$ cat src/rtl/f_pc_gen_if.sv
// Fetch-PC generator bus: control/redirect inputs from the hazard unit, D stage and CP0,
// and PC/status outputs back to the F stage.
interface f_pc_gen_if #(
  parameter int PC_W = 32
);
  logic            en;
  logic            br_valid;
  logic [PC_W-1:0] br_target;
  logic            exc_req;
  logic            eret_req;
  logic [PC_W-1:0] epc;
  logic [PC_W-1:0] pc;
  logic [PC_W-1:0] pc_plus4;
  logic            fetch_exc;
  logic            redir_pend;
  logic [31:0]     icount;

  modport master (
    output en, br_valid, br_target, exc_req, eret_req, epc,
    input  pc, pc_plus4, fetch_exc, redir_pend, icount
  );

  modport slave (
    input  en, br_valid, br_target, exc_req, eret_req, epc,
    output pc, pc_plus4, fetch_exc, redir_pend, icount
  );
endinterface

$ cat src/rtl/f_pc_gen.sv
// Fetch-stage PC generator: reset/exception/eret/stall/redirect/sequential next-PC selection,
// stalled-branch latching and AdEL flagging. Define F_PC_ICOUNT_EN to build the PC-change counter.
module f_pc_gen #(
  parameter int            PC_W      = 32,
  parameter logic [PC_W-1:0] RESET_VEC = PC_W'(32'h0000_3000),
  parameter logic [PC_W-1:0] EXC_VEC   = PC_W'(32'h0000_4180),
  parameter logic [PC_W-1:0] IMEM_LO   = PC_W'(32'h0000_3000),
  parameter logic [PC_W-1:0] IMEM_HI   = PC_W'(32'h0000_6ffc)
) (
  input logic      clk,
  input logic      reset,
  f_pc_gen_if.slave bus
);

  typedef enum logic {IDLE, PEND} state_t;

  state_t          state;
  logic [PC_W-1:0] pc_q;
  logic [PC_W-1:0] pend_tgt;
  logic [PC_W-1:0] seq_pc;
  logic [PC_W-1:0] next_pc;

  assign seq_pc = pc_q + PC_W'(4);

  // NOTE: every path assigns next_pc via the leading default, so no latch is inferred.
  always_comb begin
    next_pc = seq_pc;
    if (bus.exc_req)         next_pc = EXC_VEC;
    else if (bus.eret_req)   next_pc = bus.epc;
    else if (!bus.en)        next_pc = pc_q;
    else if (bus.br_valid)   next_pc = bus.br_target;
    else if (state == PEND)  next_pc = pend_tgt;
  end

  // NOTE: state flops use non-blocking assignments so all registers update from pre-edge values.
  always_ff @(posedge clk) begin
    if (reset) begin
      pc_q     <= RESET_VEC;
      pend_tgt <= '0;
      state    <= IDLE;
    end else begin
      pc_q <= next_pc;
      if (bus.exc_req || bus.eret_req) begin
        state <= IDLE;
      end else if (!bus.en) begin
        // A stalled redirect is held; a newer one overwrites the older target.
        if (bus.br_valid) begin
          pend_tgt <= bus.br_target;
          state    <= PEND;
        end
      end else begin
        state <= IDLE;
      end
    end
  end

  assign bus.pc         = pc_q;
  assign bus.pc_plus4   = seq_pc;
  assign bus.redir_pend = (state == PEND);
  assign bus.fetch_exc  = (pc_q[1:0] != 2'b00) || (pc_q < IMEM_LO) || (pc_q > IMEM_HI);

`ifdef F_PC_ICOUNT_EN
  logic [31:0] icount_q;

  always_ff @(posedge clk) begin
    if (reset)                 icount_q <= '0;
    else if (next_pc != pc_q)  icount_q <= icount_q + 32'd1;
  end

  assign bus.icount = icount_q;
`else
  assign bus.icount = 32'd0;
`endif

endmodule
$ cat src/flat_wrapper.sv
// flat-port wrapper written by rule: the top's interface ports become plain ports
module f_pc_gen_flat 
#(
  parameter int            PC_W      = 32,
  parameter logic [PC_W-1:0] RESET_VEC = PC_W'(32'h0000_3000),
  parameter logic [PC_W-1:0] EXC_VEC   = PC_W'(32'h0000_4180),
  parameter logic [PC_W-1:0] IMEM_LO   = PC_W'(32'h0000_3000),
  parameter logic [PC_W-1:0] IMEM_HI   = PC_W'(32'h0000_6ffc)
)
  (clk, reset, bus_en, bus_br_valid, bus_br_target, bus_exc_req, bus_eret_req, bus_epc, bus_pc, bus_pc_plus4, bus_fetch_exc, bus_redir_pend, bus_icount);
  f_pc_gen_if #(.PC_W(PC_W)) bus_i ();
  input logic clk;
  input logic reset;
  input wire logic [$bits(bus_i.en)-1:0] bus_en;
  input wire logic [$bits(bus_i.br_valid)-1:0] bus_br_valid;
  input wire logic [$bits(bus_i.br_target)-1:0] bus_br_target;
  input wire logic [$bits(bus_i.exc_req)-1:0] bus_exc_req;
  input wire logic [$bits(bus_i.eret_req)-1:0] bus_eret_req;
  input wire logic [$bits(bus_i.epc)-1:0] bus_epc;
  output wire logic [$bits(bus_i.pc)-1:0] bus_pc;
  output wire logic [$bits(bus_i.pc_plus4)-1:0] bus_pc_plus4;
  output wire logic [$bits(bus_i.fetch_exc)-1:0] bus_fetch_exc;
  output wire logic [$bits(bus_i.redir_pend)-1:0] bus_redir_pend;
  output wire logic [$bits(bus_i.icount)-1:0] bus_icount;
  assign bus_i.en = bus_en;
  assign bus_i.br_valid = bus_br_valid;
  assign bus_i.br_target = bus_br_target;
  assign bus_i.exc_req = bus_exc_req;
  assign bus_i.eret_req = bus_eret_req;
  assign bus_i.epc = bus_epc;
  assign bus_pc = bus_i.pc;
  assign bus_pc_plus4 = bus_i.pc_plus4;
  assign bus_fetch_exc = bus_i.fetch_exc;
  assign bus_redir_pend = bus_i.redir_pend;
  assign bus_icount = bus_i.icount;
  f_pc_gen #(.PC_W(PC_W), .RESET_VEC(RESET_VEC), .EXC_VEC(EXC_VEC), .IMEM_LO(IMEM_LO), .IMEM_HI(IMEM_HI)) u_core (.clk(clk), .reset(reset), .bus(bus_i));
endmodule
$ cat config.mk
export PLATFORM = sky130hd
export DESIGN_NAME = f_pc_gen_flat
export DESIGN_NICKNAME = d
export VERILOG_FILES = /design/src/rtl/f_pc_gen_if.sv /design/src/rtl/f_pc_gen.sv /design/src/flat_wrapper.sv
export SDC_FILE = /design/constraint.sdc
export NUM_CORES = 1
export LEC_CHECK = 0
export ABC_AREA = 1
export CORE_ASPECT_RATIO = 1.1
export CORE_MARGIN = 2
export CORE_UTILIZATION = 33
export DETAILED_ROUTE_END_ITERATION = 16
export GPL_TIMING_DRIVEN = 0
export HOLD_SLACK_MARGIN = 0.05
export PLACE_DENSITY = 0.72
export SKIP_LAST_GASP = 1
export SLEW_MARGIN = 20
export SYNTH_ARGS = -nofsm -noshare
export SYNTH_HDL_FRONTEND = slang
export SYNTH_SLANG_ARGS = --single-unit
$ cat constraint.sdc
create_clock -name clk -period 3.03 [get_ports clk]
set_clock_uncertainty 0.2 [all_clocks]
set_input_delay 0.7575 -clock clk [delete_from_list [all_inputs] [get_ports clk]]
set_output_delay 0.7575 -clock clk [all_outputs]
set_load 0.01 [all_outputs]
* Word level (Yosys, flattened, before mapping)
Index checks and enable logic that the tools add are counted.
** Cells by class
- Bitwise gates (word level) :: 2
- Div/mod/pow operators :: 0
- $add $sub $neg :: 1
- Eq/ne operators :: 0
- Multiply operators :: 0
- Shift operators :: 0
- Multiplexer cells :: 5
- Order comparisons :: 2
- Reduce and logical (&&, ||, !) cells :: 9
** Operator list (count)
- two-way mux 32 bit :: 4
- adder 32 x 3 -> 32 bit (second input constant) :: 1
- > comparator 32 x 15 -> 1 bit (second input constant) :: 1
- less-than comparator 32 x 14 -> 1 bit (second input constant) :: 1
- two-way mux 15 bit :: 1
- nonzero test 2 bit :: 2
- logical OR 1 bit :: 3
- AND reduction 3 bit :: 1
- nonzero test 3 bit :: 1
- OR reduction 3 bit :: 1
- inverter 1 bit :: 2
- OR reduction 2 bit :: 1
** Word-level totals
- Register bits after elaboration :: 65
- Bits in read-only memories :: 0
- Input bits :: 70
- RAM bits :: 0
- Latch bits :: 0
- Word-level logic and storage cells :: 23
- Memories :: 0

* Logic depth before layout (Yosys ltp)
- Depth after elaboration :: 6
- Gate-level depth with buffers :: 11
- Mapped depth without buffers :: 11

* Worst setup path before layout
OpenSTA, ideal clock, no wires.
- Kind :: register -> output
- Start point :: reg u_core.pc_q[3] (netlist: u_core.bus.pc[3])
- End point :: out bus_pc_plus4[14]
- Buffers on the path :: 0
- Setup slack :: 0.729 ns
- Data arrival time :: 1.343 ns
- Data required time :: 2.072 ns
- Cell stages (with the launch flop) :: 7
- Path through :: dfxtp_1 -> ha_1 -> inv_1 -> nor2_4 -> nand2_4 -> nor2_4 -> xor2_1
** Between the ends
- Word-level cells in the longest chain between the ends :: 1
** Ends and longest elaborated chain
- start, declared :: RTL line f_pc_gen.sv:18 : logic [PC_W-1:0] pc_q;
- start signal, assigned :: RTL line f_pc_gen.sv:42 : pc_q <= next_pc;
- adder 32 x 3 -> 32 bit :: RTL line f_pc_gen.sv:23 : assign seq_pc = pc_q + PC_W'(4);
- end, declared :: RTL line flat_wrapper.sv:21 : output wire logic [$bits(bus_i.pc_plus4)-1:0] bus_pc_plus4;
Every way passes these cells.

* Worst setup path after layout
- Start point :: reg u_core.pc_q[11] (netlist: u_core.bus.pc[11])
- End point :: out bus_pc_plus4[23]
Same word-level chain as after synthesis.

==> flow_summary.ini <==
[pwr]
p_sw_w = 0.000694
ir_worst_vdd_uv = 210
pwr_density_cell_mw_per_mm2 = 384
pwr-share-seq_pct = 37.6
p_clk_share_pct = 41.5
p_comb_share_pct = 21.0
leakage_nw = 2.75
switching_share_pct = 27.8
p_int_w = 0.00181

[clock_network]
clk_path_buf_depth = 2
numCtsBuffers = 9
worstSkewPairLatency_ns = 0.34
tritoncts = yes
cts.reportedPaths.clkPinSlew_ns = 0.06
postCtsHoldBufs = 0
root_buffer = clkbuf_16
h-tree-depth = 3
clock_sinks = 65

[sta]
worst_slack_ns = 0.0252
fin_crit_ns = 3.00
tightest_slew_ns = 0.634
finalMaxSlewViolations = 0
fin_tns_setup_ns = 0
rsz0062_at_grt = true
slew-limit-headroom_pct = 57.7
setup_viol = 0
fin_crit_sh_pct = 99.2
hold_violations = 0
timing.fmax_ghz = 0.333

[floorplan]
chipWidth_um = 114
die_h_um = 125
ios = 168
core_region_area_mm2 = 0.0131
row_count = 44
dieArea_mm2 = 0.0142
initial_core_util_pct = 33.5

[grt]
antenna_found_initial = 0
grt_max_degree = 11
grt_pass1_wl_um = 24000
grtUsageTotal_pct = 21.6
grt.overflow.total = 0
grt_pass1_vias = 4672

[layout]
regArea_mm2 = 0.00135
multi_input_area_mm2 = 0.00269
num-nets-final = 946
drive_gt1_share_pct = 15.3
areaGrowthSynthToFinish_pct = 48.3
num-fill-cells = 1322
antenna_cells = 0

[setup_path]
crit-reg2reg-launch = u_core.bus.pc[11]
worst_setup_path_start_kind = register
arrival_ns = 2.05
crit_start = u_core.bus.pc[11]
crit_fanout = 5
cp-end-kind = output port
critPathKind = register to output port
crit_required_ns = 2.07

[worst_hold_path]
hp-class = register to register
hp-start = u_core.pend_tgt[8]

[detailed_routing]
drt_iter0_drc = 333
ant_nets = 0
drt-total-wl_um = 15700
first_pass_iters = 5
drc_errors = 0
via_per_inst = 4.92
vias = 5117
avgRoutedWirePerCell_um = 15.1

[placement]
dpl.hpwl_um = 12400
pre_cts_ws_ns = 0.0115
numPortBuffers = 134
gp_congestion = 0.976

[synth]
yosys-top-cells-area = dfxtp_1, nand2_1, a21oi_1
synth_warnings = 0
synth_top_area_share_pct = 29.7
synthCells = 694
synth_top_area_cell = dfxtp_1
synth.distinct_cells = 34
ys_top_cells_by_count = nand2_1, nor2_1, dfxtp_1, a21oi_1, inv_1
synth-async-reset-ratio_pct = 0
avgSynthCellArea_um2 = 6.32
synth.most_common_cell = nand2_1
synth-main-ff-cell = dfxtp_1
synth-edff-count = 0
ys_seq_area_share_pct = 29.7
syn-cell-area_mm2 = 0.00439
ys_ff_latch = 65

[outcome]
status = finished clean

[run]
maxCapViolCount = 0
-- layout make-up --
class	instances	share of cell area [%]
Clock buffer	13	3.85
Clock inverter	3	0.616
Inverter	51	3.00
Timing Repair Buffer	139	21.2
Buffer	66	6.10
Multi-Input combinational cell	543	41.4
Sequential cell	65	20.7
Tap cell	161	3.10
-- placed cells by master (no fill, tap or decap), types with 3 or more instances in the layout --
master / n
nor2_4: 13
dlymetal6s2s_1: 7
nand3b_1: 3
a31oi_1: 5
nand3_1: 34
nand4_1: 4
buf_2: 8
xor2_1: 4
clkbuf_16: 9
clkbuf_1: 19
dfxtp_4: 7
buf_1: 5
a21oi_1: 62
o21ai_0: 41
clkdlybuf4s50_1: 114
a211oi_1: 5
conb_1: 32
dfxtp_1: 41
dlygate4sd2_1: 13
xnor2_1: 3
dfxtp_2: 17
a221oi_1: 12
o22ai_1: 3
nand2_2: 7
xor2_2: 6
buf_4: 42
nor4_1: 3
nor2_2: 13
nand2_1: 215
nor2_1: 64
inv_1: 49
-- metrics by stage --
step	hold WS [ns]	total power, W	instance area (µm²)	cells	utilization, %
after global placement	0.233	0.00147	6050	1020	46.1
after detailed placement	0.241	0.00147	6050	1020	46.1
after floorplan	0.224	0.00120	4500	725	-
after global routing	0.265	0.00259	6500	1041	49.6
final	0.248	0.00250	6500	1041	49.6
after CTS	0.248	0.00250	6410	1039	48.9
-- routing by layer --
| layer | up-vias | share of wire [%] | wire length (µm) | track usage (%) |
|---|---|---|---|---|
| li1 | 2554 | - | - | - |
| met1 | 2297 | 41 | 6470 | 27.5 |
| met2 | 231 | 48 | 7540 | 36.0 |
| met3 | 35 | 7.8 | 1220 | 3.41 |
| met4 | 0 | 3.1 | 490 | 9.40 |
| met5 | - | 0 | 0 | 0 |
-- power groups by stage --
stage,combinational (W),sequential [W],clock [W]
after floorplan,0.000246,0.000952,0
after global placement,0.000518,0.000954,0
after detailed placement,0.000520,0.000954,0
after CTS,0.000519,0.000939,0.00104
after global routing,0.000567,0.000944,0.00108
final,0.000524,0.000940,0.00104
-- cell families after synthesis --
logic type,Yosys count,share of synthesized area (%)
and+or+nand+nor,363,35.9
AOI/OAI and AO/OA,133,17.0
adders and majority gates,1,0.285
xor gates and xnor gates,14,3.65
other,1,0.0855
buffers and inverters,117,13.4
DFF,65,29.7
-- final timing paths --
check | slack, ns | cells after the start | endpoint
max | 0.03 | 10 | bus_pc_plus4[23]
min | 0.25 | 2 | u_core.pend_tgt[8]
max reg2reg | 1.10 | 13 | u_core.bus.pc[23]
min reg2reg | 0.25 | 2 | u_core.pend_tgt[8]
-- sequential cells by signal, indices dropped and copies added (netlist names), named ones only --
name / count
u_core.pend_tgt: 32
u_core.bus.pc: 30
u_core.bus.redir_pend: 1
-- repair_timing --
action,in CTS,in global routing
buffers inserted,3,2
gates resized for setup,43,28
setup endpoints to repair,24,12
pin swaps,2,2
-- critical path: stages (launching register included) --
cell and delay [ns]:
dfxtp_4 0.40, nand2_1 0.13, nor2_2 0.16, nand2_1 0.11
nor2_4 0.17, buf_4 0.14, buf_4 0.10, nand2_1 0.04
nand2_1 0.05, nand2_1 0.10, dlygate4sd2_1 0.30
(Power assumes the default switching activity.)
